[src/rtl/add_sub.sv]
// ============================================================================
// add_sub: WIDTH-bit adder/subtractor with a combinational result and a
// 1-cycle registered result plus Ovf/Zero/Neg flags (ADD_SUB_FLAGS_EN).
// Revision: 1.0
// ============================================================================
`default_nettype none

module add_sub #(
  parameter int WIDTH = 4
) (
  input  logic             clk,
  input  logic             rst,
  input  logic [WIDTH-1:0] A,
  input  logic [WIDTH-1:0] B,
  input  logic             sel,
  input  logic             in_valid,
  output logic [WIDTH-1:0] Sum,
  output logic             Cout,
  output logic [WIDTH-1:0] Sum_q,
  output logic             Cout_q,
  output logic             out_valid,
  output logic             Ovf,
  output logic             Zero,
  output logic             Neg
);

  localparam int MSB = WIDTH - 1;

  logic [WIDTH-1:0] bx;
  logic [WIDTH:0]   full;

  // Subtraction is A + ~B + 1; the carry-out then means "no borrow".
  always_comb begin
    bx   = B ^ {WIDTH{sel}};
    full = {1'b0, A} + {1'b0, bx} + {{WIDTH{1'b0}}, sel};
  end

  assign Sum  = full[WIDTH-1:0];
  assign Cout = full[WIDTH];

  logic [WIDTH-1:0] sum_d,   sum_q;
  logic             cout_d,  cout_q;
  logic             valid_d, valid_q;

  always_comb begin
    sum_d   = sum_q;
    cout_d  = cout_q;
    valid_d = in_valid;
    if (in_valid) begin
      sum_d  = Sum;
      cout_d = Cout;
    end
  end

  always_ff @(posedge clk) begin
    if (rst) begin
      sum_q   <= '0;
      cout_q  <= 1'b0;
      valid_q <= 1'b0;
    end else begin
      sum_q   <= sum_d;
      cout_q  <= cout_d;
      valid_q <= valid_d;
    end
  end

  assign Sum_q     = sum_q;
  assign Cout_q    = cout_q;
  assign out_valid = valid_q;

`ifdef ADD_SUB_FLAGS_EN
  logic ovf_d,  ovf_q;
  logic zero_d, zero_q;
  logic neg_d,  neg_q;

  // bx[MSB] is B[MSB] inverted when subtracting, so one rule covers both modes.
  always_comb begin
    ovf_d  = ovf_q;
    zero_d = zero_q;
    neg_d  = neg_q;
    if (in_valid) begin
      ovf_d  = (A[MSB] == bx[MSB]) && (Sum[MSB] != A[MSB]);
      zero_d = (Sum == '0);
      neg_d  = Sum[MSB];
    end
  end

  always_ff @(posedge clk) begin
    if (rst) begin
      ovf_q  <= 1'b0;
      zero_q <= 1'b0;
      neg_q  <= 1'b0;
    end else begin
      ovf_q  <= ovf_d;
      zero_q <= zero_d;
      neg_q  <= neg_d;
    end
  end

  assign Ovf  = ovf_q;
  assign Zero = zero_q;
  assign Neg  = neg_q;
`else
  assign Ovf  = 1'b0;
  assign Zero = 1'b0;
  assign Neg  = 1'b0;
`endif

endmodule

`default_nettype wire

[config.mk]
export PLATFORM = sky130hd
export DESIGN_NAME = add_sub
export DESIGN_NICKNAME = d
export VERILOG_FILES = /design/src/rtl/add_sub.sv
export SDC_FILE = /design/constraint.sdc
export NUM_CORES = 1
export LEC_CHECK = 0
export ABC_AREA = 0
export ABC_CLOCK_PERIOD_IN_PS = 2120
export BUFFER_PORTS_ARGS = -buffer_cell sky130_fd_sc_hd__buf_2
export CAP_MARGIN = 25
export CORE_AREA = 5 5 42 44
export DETAILED_ROUTE_END_ITERATION = 6
export DIE_AREA = 0 0 47 49
export PLACE_DENSITY = 0.7
export SKIP_LAST_GASP = 1
export SYNTH_ARGS = -nofsm -noshare
export SYNTH_HDL_FRONTEND = slang
export SYNTH_SLANG_ARGS = --single-unit
[constraint.sdc]
create_clock -name clk -period 2.12 [get_ports clk]
set_input_delay 0.106 -clock clk [delete_from_list [all_inputs] [get_ports clk]]
set_output_delay 0.106 -clock clk [all_outputs]
set_load 0.1 [all_outputs]
# Word-level counts from Yosys, hierarchy flattened
# Cells that the tools add are included.
# classes
n_shift	0
muxes	0
bitwise	1
eq_ne	0
n_div	0
n_mul	0
magnitude_cmp	0
addsub	2
n_reduce_logical	0
# ops
op	count
adder 4 x 4 -> 5 bit	1
adder 5 x 1 -> 5 bit	1
XOR 4 bit	1
# word_totals
in_bits	12
word_cells	6
latchBits	0
n_memories	0
ram_bits	0
output_inout_bits	14
regBits	6
mem_bits_ro	0

# Logic depth before layout (Yosys ltp)
# logic_depth
ltp_word	3
ltp_mapped	6
ltp_nobuf	6

# Worst setup path after synthesis
# No wires, ideal clock.
# synth_path
path_kind	input -> register
startpoint	input B[0]
endpoint	register sum_q[2], in the netlist Sum_q[2]
setup_ns	0.072
arrival_ns	2.654
path_slack_ns	-0.606
cell_stages	6
path_buffers	0
cell_sequence	mux2i_1 > inv_1 > fa_1 > xor2_1 > mux2i_1 > nor2_1
# synth_via
elab_chain_len	3
# synth_lines
item	line_no	source
from (decl)	14	input logic [WIDTH-1:0] B,
XOR 4 bit	34	bx = B ^ {WIDTH{sel}};
adder 4 x 4 -> 5 bit	35	full = {1'b0, A} + {1'b0, bx} + {{WIDTH{1'b0}}, sel};
adder 5 x 1 -> 5 bit	35	
net Sum[2]	17	output logic [WIDTH-1:0] Sum,
to (signal assigned)	61	sum_q <= sum_d;
to (decl)	41	logic [WIDTH-1:0] sum_d, sum_q;
# The timed path passes the listed nets, and every way through them passes these cells.
# A chain may end at the register's enable or synchronous reset.

# Worst setup path in the final report
# layout_path
startpoint	input B[0]
endpoint	output Cout
# layout_via
elab_chain_len	3
# layout_lines
item	line_no	source
XOR 4 bit	34	
adder 4 x 4 -> 5 bit	35	
adder 5 x 1 -> 5 bit	35	
to (decl)	18	output logic Cout,
# No other way between the ends.

==> metrics.md <==
| Metric | Value |
|---|---|
| Syn Area/Cell | 9.68 µm² |
| WS Path Type | in2out |
| Initial Util | a little under a third |
| Port bufs | 22 |
| I/O Pins | 26 |
| Finished Layout Cells | 85 |
| Worst-path clk slew | roughly 0.040 ns |
| Post-synthesis cell count | 45 |
| Number of slew-limit violations in the final report | 0 |
| Max-Cap Viols | 0 |
| Gr ovfl total | 0 |
| Clock skew | 0 ns |
| Die area | about 2300 µm² |
| CTS tree | done |
| Distinct cells, synth | 22 |
| TNS Setup | 0 ns |
| Hold Crit Class | in2reg |
| CORE AREA | roughly 1400 µm² |
| Post-DP HPWL | ~760 µm |
| Place WS | 0.287 ns |
| RSZ-0062 raised after global routing | false |
| Largest family of logic cells by synthesized area | simple AND/OR/NAND/NOR gates |
| Seq cells post-synth | 6 |
| Crit share post-route | a little under nine tenths |
| Antenna Diode Count | 0 |
| CP startpoint kind | input pin |
| Post-synth EDFFs | 0 |
| Async S/R FF share, synth | 0% |
| Run status | finished, final reports clean |
| Layout cells sized above 1 | between 40 and 50% |
| Sequential fraction of the synthesis area | approximately 28% |
| CTS-repair resized insts | 0 |
| Post-Syn Area | ~440 µm² |
| TritonCTS Buffers | 3 |
| Tmin final | between 1.5 and 2 ns |
| CTS Sinks | 6 |
| Initial DRT Pass Iterations | 2 |
| Top FF cell, synth | dfxtp_1 |
| Setup violations, final | 0 |
| Area Growth Syn to Fin | 41.1% |
| Initial drt markers | 4 |
| Post-CTS Setup Repair Bufs | 0 |
| DRC errors left | 0 |
| Die Width | 47 µm |
| Max VDD drop | roughly 420 µV |
| Synth Area in Compound Gates | about an eighth |
| Post-synth top area cell | dfxtp_1 |
| Leakage | ~0.33 nW |
| Simple-Gate Fraction of Synth Area | 14.1% |
| Vias in the first global route | 343 |
| Placed insts | slightly above 80 |
| Clk Latency, worst-skew pair | roughly 0.23 ns |
| Arr. time, crit path | about 1.7 ns |
| First-pass GRT wire length | between 1000 and 1500 µm |
| Final WS setup | approximately 0.3 ns |
| Initial antenna violation count | 0 |
| Achievable Freq | roughly 550 MHz |
| Largest cells by area after synthesis | dfxtp_1 28%, xor2_1 12%, mux2i_1 9.2% |
| Die H | about 49 µm |
| Xor/xnor share of the synthesized area | around 12% |
| Htree depth | 1 |
| Routed len/inst | 10.1 µm |
| Syn. warnings | 0 |
| Post-Synth Adder-Cell Area | between 10% and 20% |
| Row count | 14 |
| Gr usage total | 7.84% |
| Synth top cells by count | 6 x dfxtp_1, 6 x xor2_1, 4 x mux2i_1, 4 x nor2_1 |
| Largest net degree at the start of global routing | 10 |
| Required time of the worst setup path | 2.01 ns |
| Post-synth top area share | between 20% and 30% |
| GPL Wtd Cong | 0.695 |
| Largest fanout on the critical path | 2 |
| Routed wire length | between 800 and 900 µm |
| Final Hold Fails | 0 |
| CP Capture Type | primary output |
| Nets | 87 |
| Vias | 376 |
| Post-DRT Antenna Nets | 0 |
| Root Buffer Master | clkbuf_4 |
| DR vias/cell | around 4.4 |
| Hold buffer count at cts | 0 |
| Power Density | 1110 nW/µm² |
| Filler Cells Inserted | 150 |
| Mux contribution to synthesized area | a little under a tenth |
| Area occupied by registers | 120 µm² |
| Clock buffer depth | 2 |
| Area occupied by multi-input gates | a little under 300 µm² |
## metrics by stage
stage / power, mW / hold slack, ns / utilization, % / area [µm²]
after global placement: 0.582 / 0.382 / 42.2 / 592
after detailed placement: 0.583 / 0.388 / 42.2 / 592
after CTS: 0.688 / 0.134 / 43.8 / 614
final: 0.679 / 0.142 / 43.8 / 614
after floorplan: 0.490 / 0.178 / - / 458
after global routing: 0.713 / 0.145 / 43.8 / 614
## final timing paths
path / from / cells past startpoint / slack (ns) / to
max: B[0] / 8 / 0.30 / Cout
min: rst / 2 / 0.14 / out_valid
max reg2reg: Sum_q[3] / 3 / 1.35 / Sum_q[3]
min reg2reg: Sum_q[1] / 2 / 0.49 / Sum_q[1]
## sequential cells by signal, summed over array words and instances (netlist names)
register	count
Cout_q	1
out_valid	1
Sum_q	4
## routing by layer
| metal | vias to the layer above | routed length [µm] | track usage [%] |
|---|---|---|---|
| met3 | 2 | 100 | 2.58 |
| met4 | 0 | 19 | 4.15 |
| met2 | 20 | 363 | 11.1 |
| li1 | 194 | - | - |
| met5 | - | 0 | 0 |
| met1 | 160 | 379 | 10.2 |
## cell families after synthesis
logic type	Yosys count
AND/OR/NAND/NOR	10
multiplexers	4
flip-flops	6
adder cells (fa/ha/maj)	4
XOR/XNOR	6
buffers and inverters	7
other	1
AO/OA/AOI/OAI	7
## cells in the final DEF, fill, tap and decap left out, types with 2 or more instances in the layout
master	n
inv_1	3
a21oi_1	2
mux2i_1	4
ha_1	3
buf_2	20
xor2_1	4
nor2_1	4
dfxtp_1	6
xor2_2	2
conb_1	3
clkbuf_4	3
buf_12	2
## report_power, final
group	internal (mW)	total (mW)	leakage [nW]	switching (mW)
clock network	0.0637	0.0999	0.0138	0.0362
registers	0.125	0.130	0.0497	0.00450
logic	0.108	0.450	0.263	0.342
total	0.297	0.679	0.326	0.382
## final cells by class
type | instances | area share [%]
Clock buffer | 3 | 3.67
Inverter | 3 | 1.83
Multi-Input combinational cell | 34 | 47.7
Sequential cell | 6 | 19.6
Tap cell | 16 | 3.26
Timing Repair Buffer | 23 | 24.0
## critical path, stage by stage
cell and delay, ns:
buf_2 0.10, mux2i_1 0.22, inv_1 0.10, fa_1 0.43, a21o_1 0.18, a21oi_1 0.23
inv_1 0.06, buf_2 0.29
No activity file was read; power rests on OpenSTA's default activity.
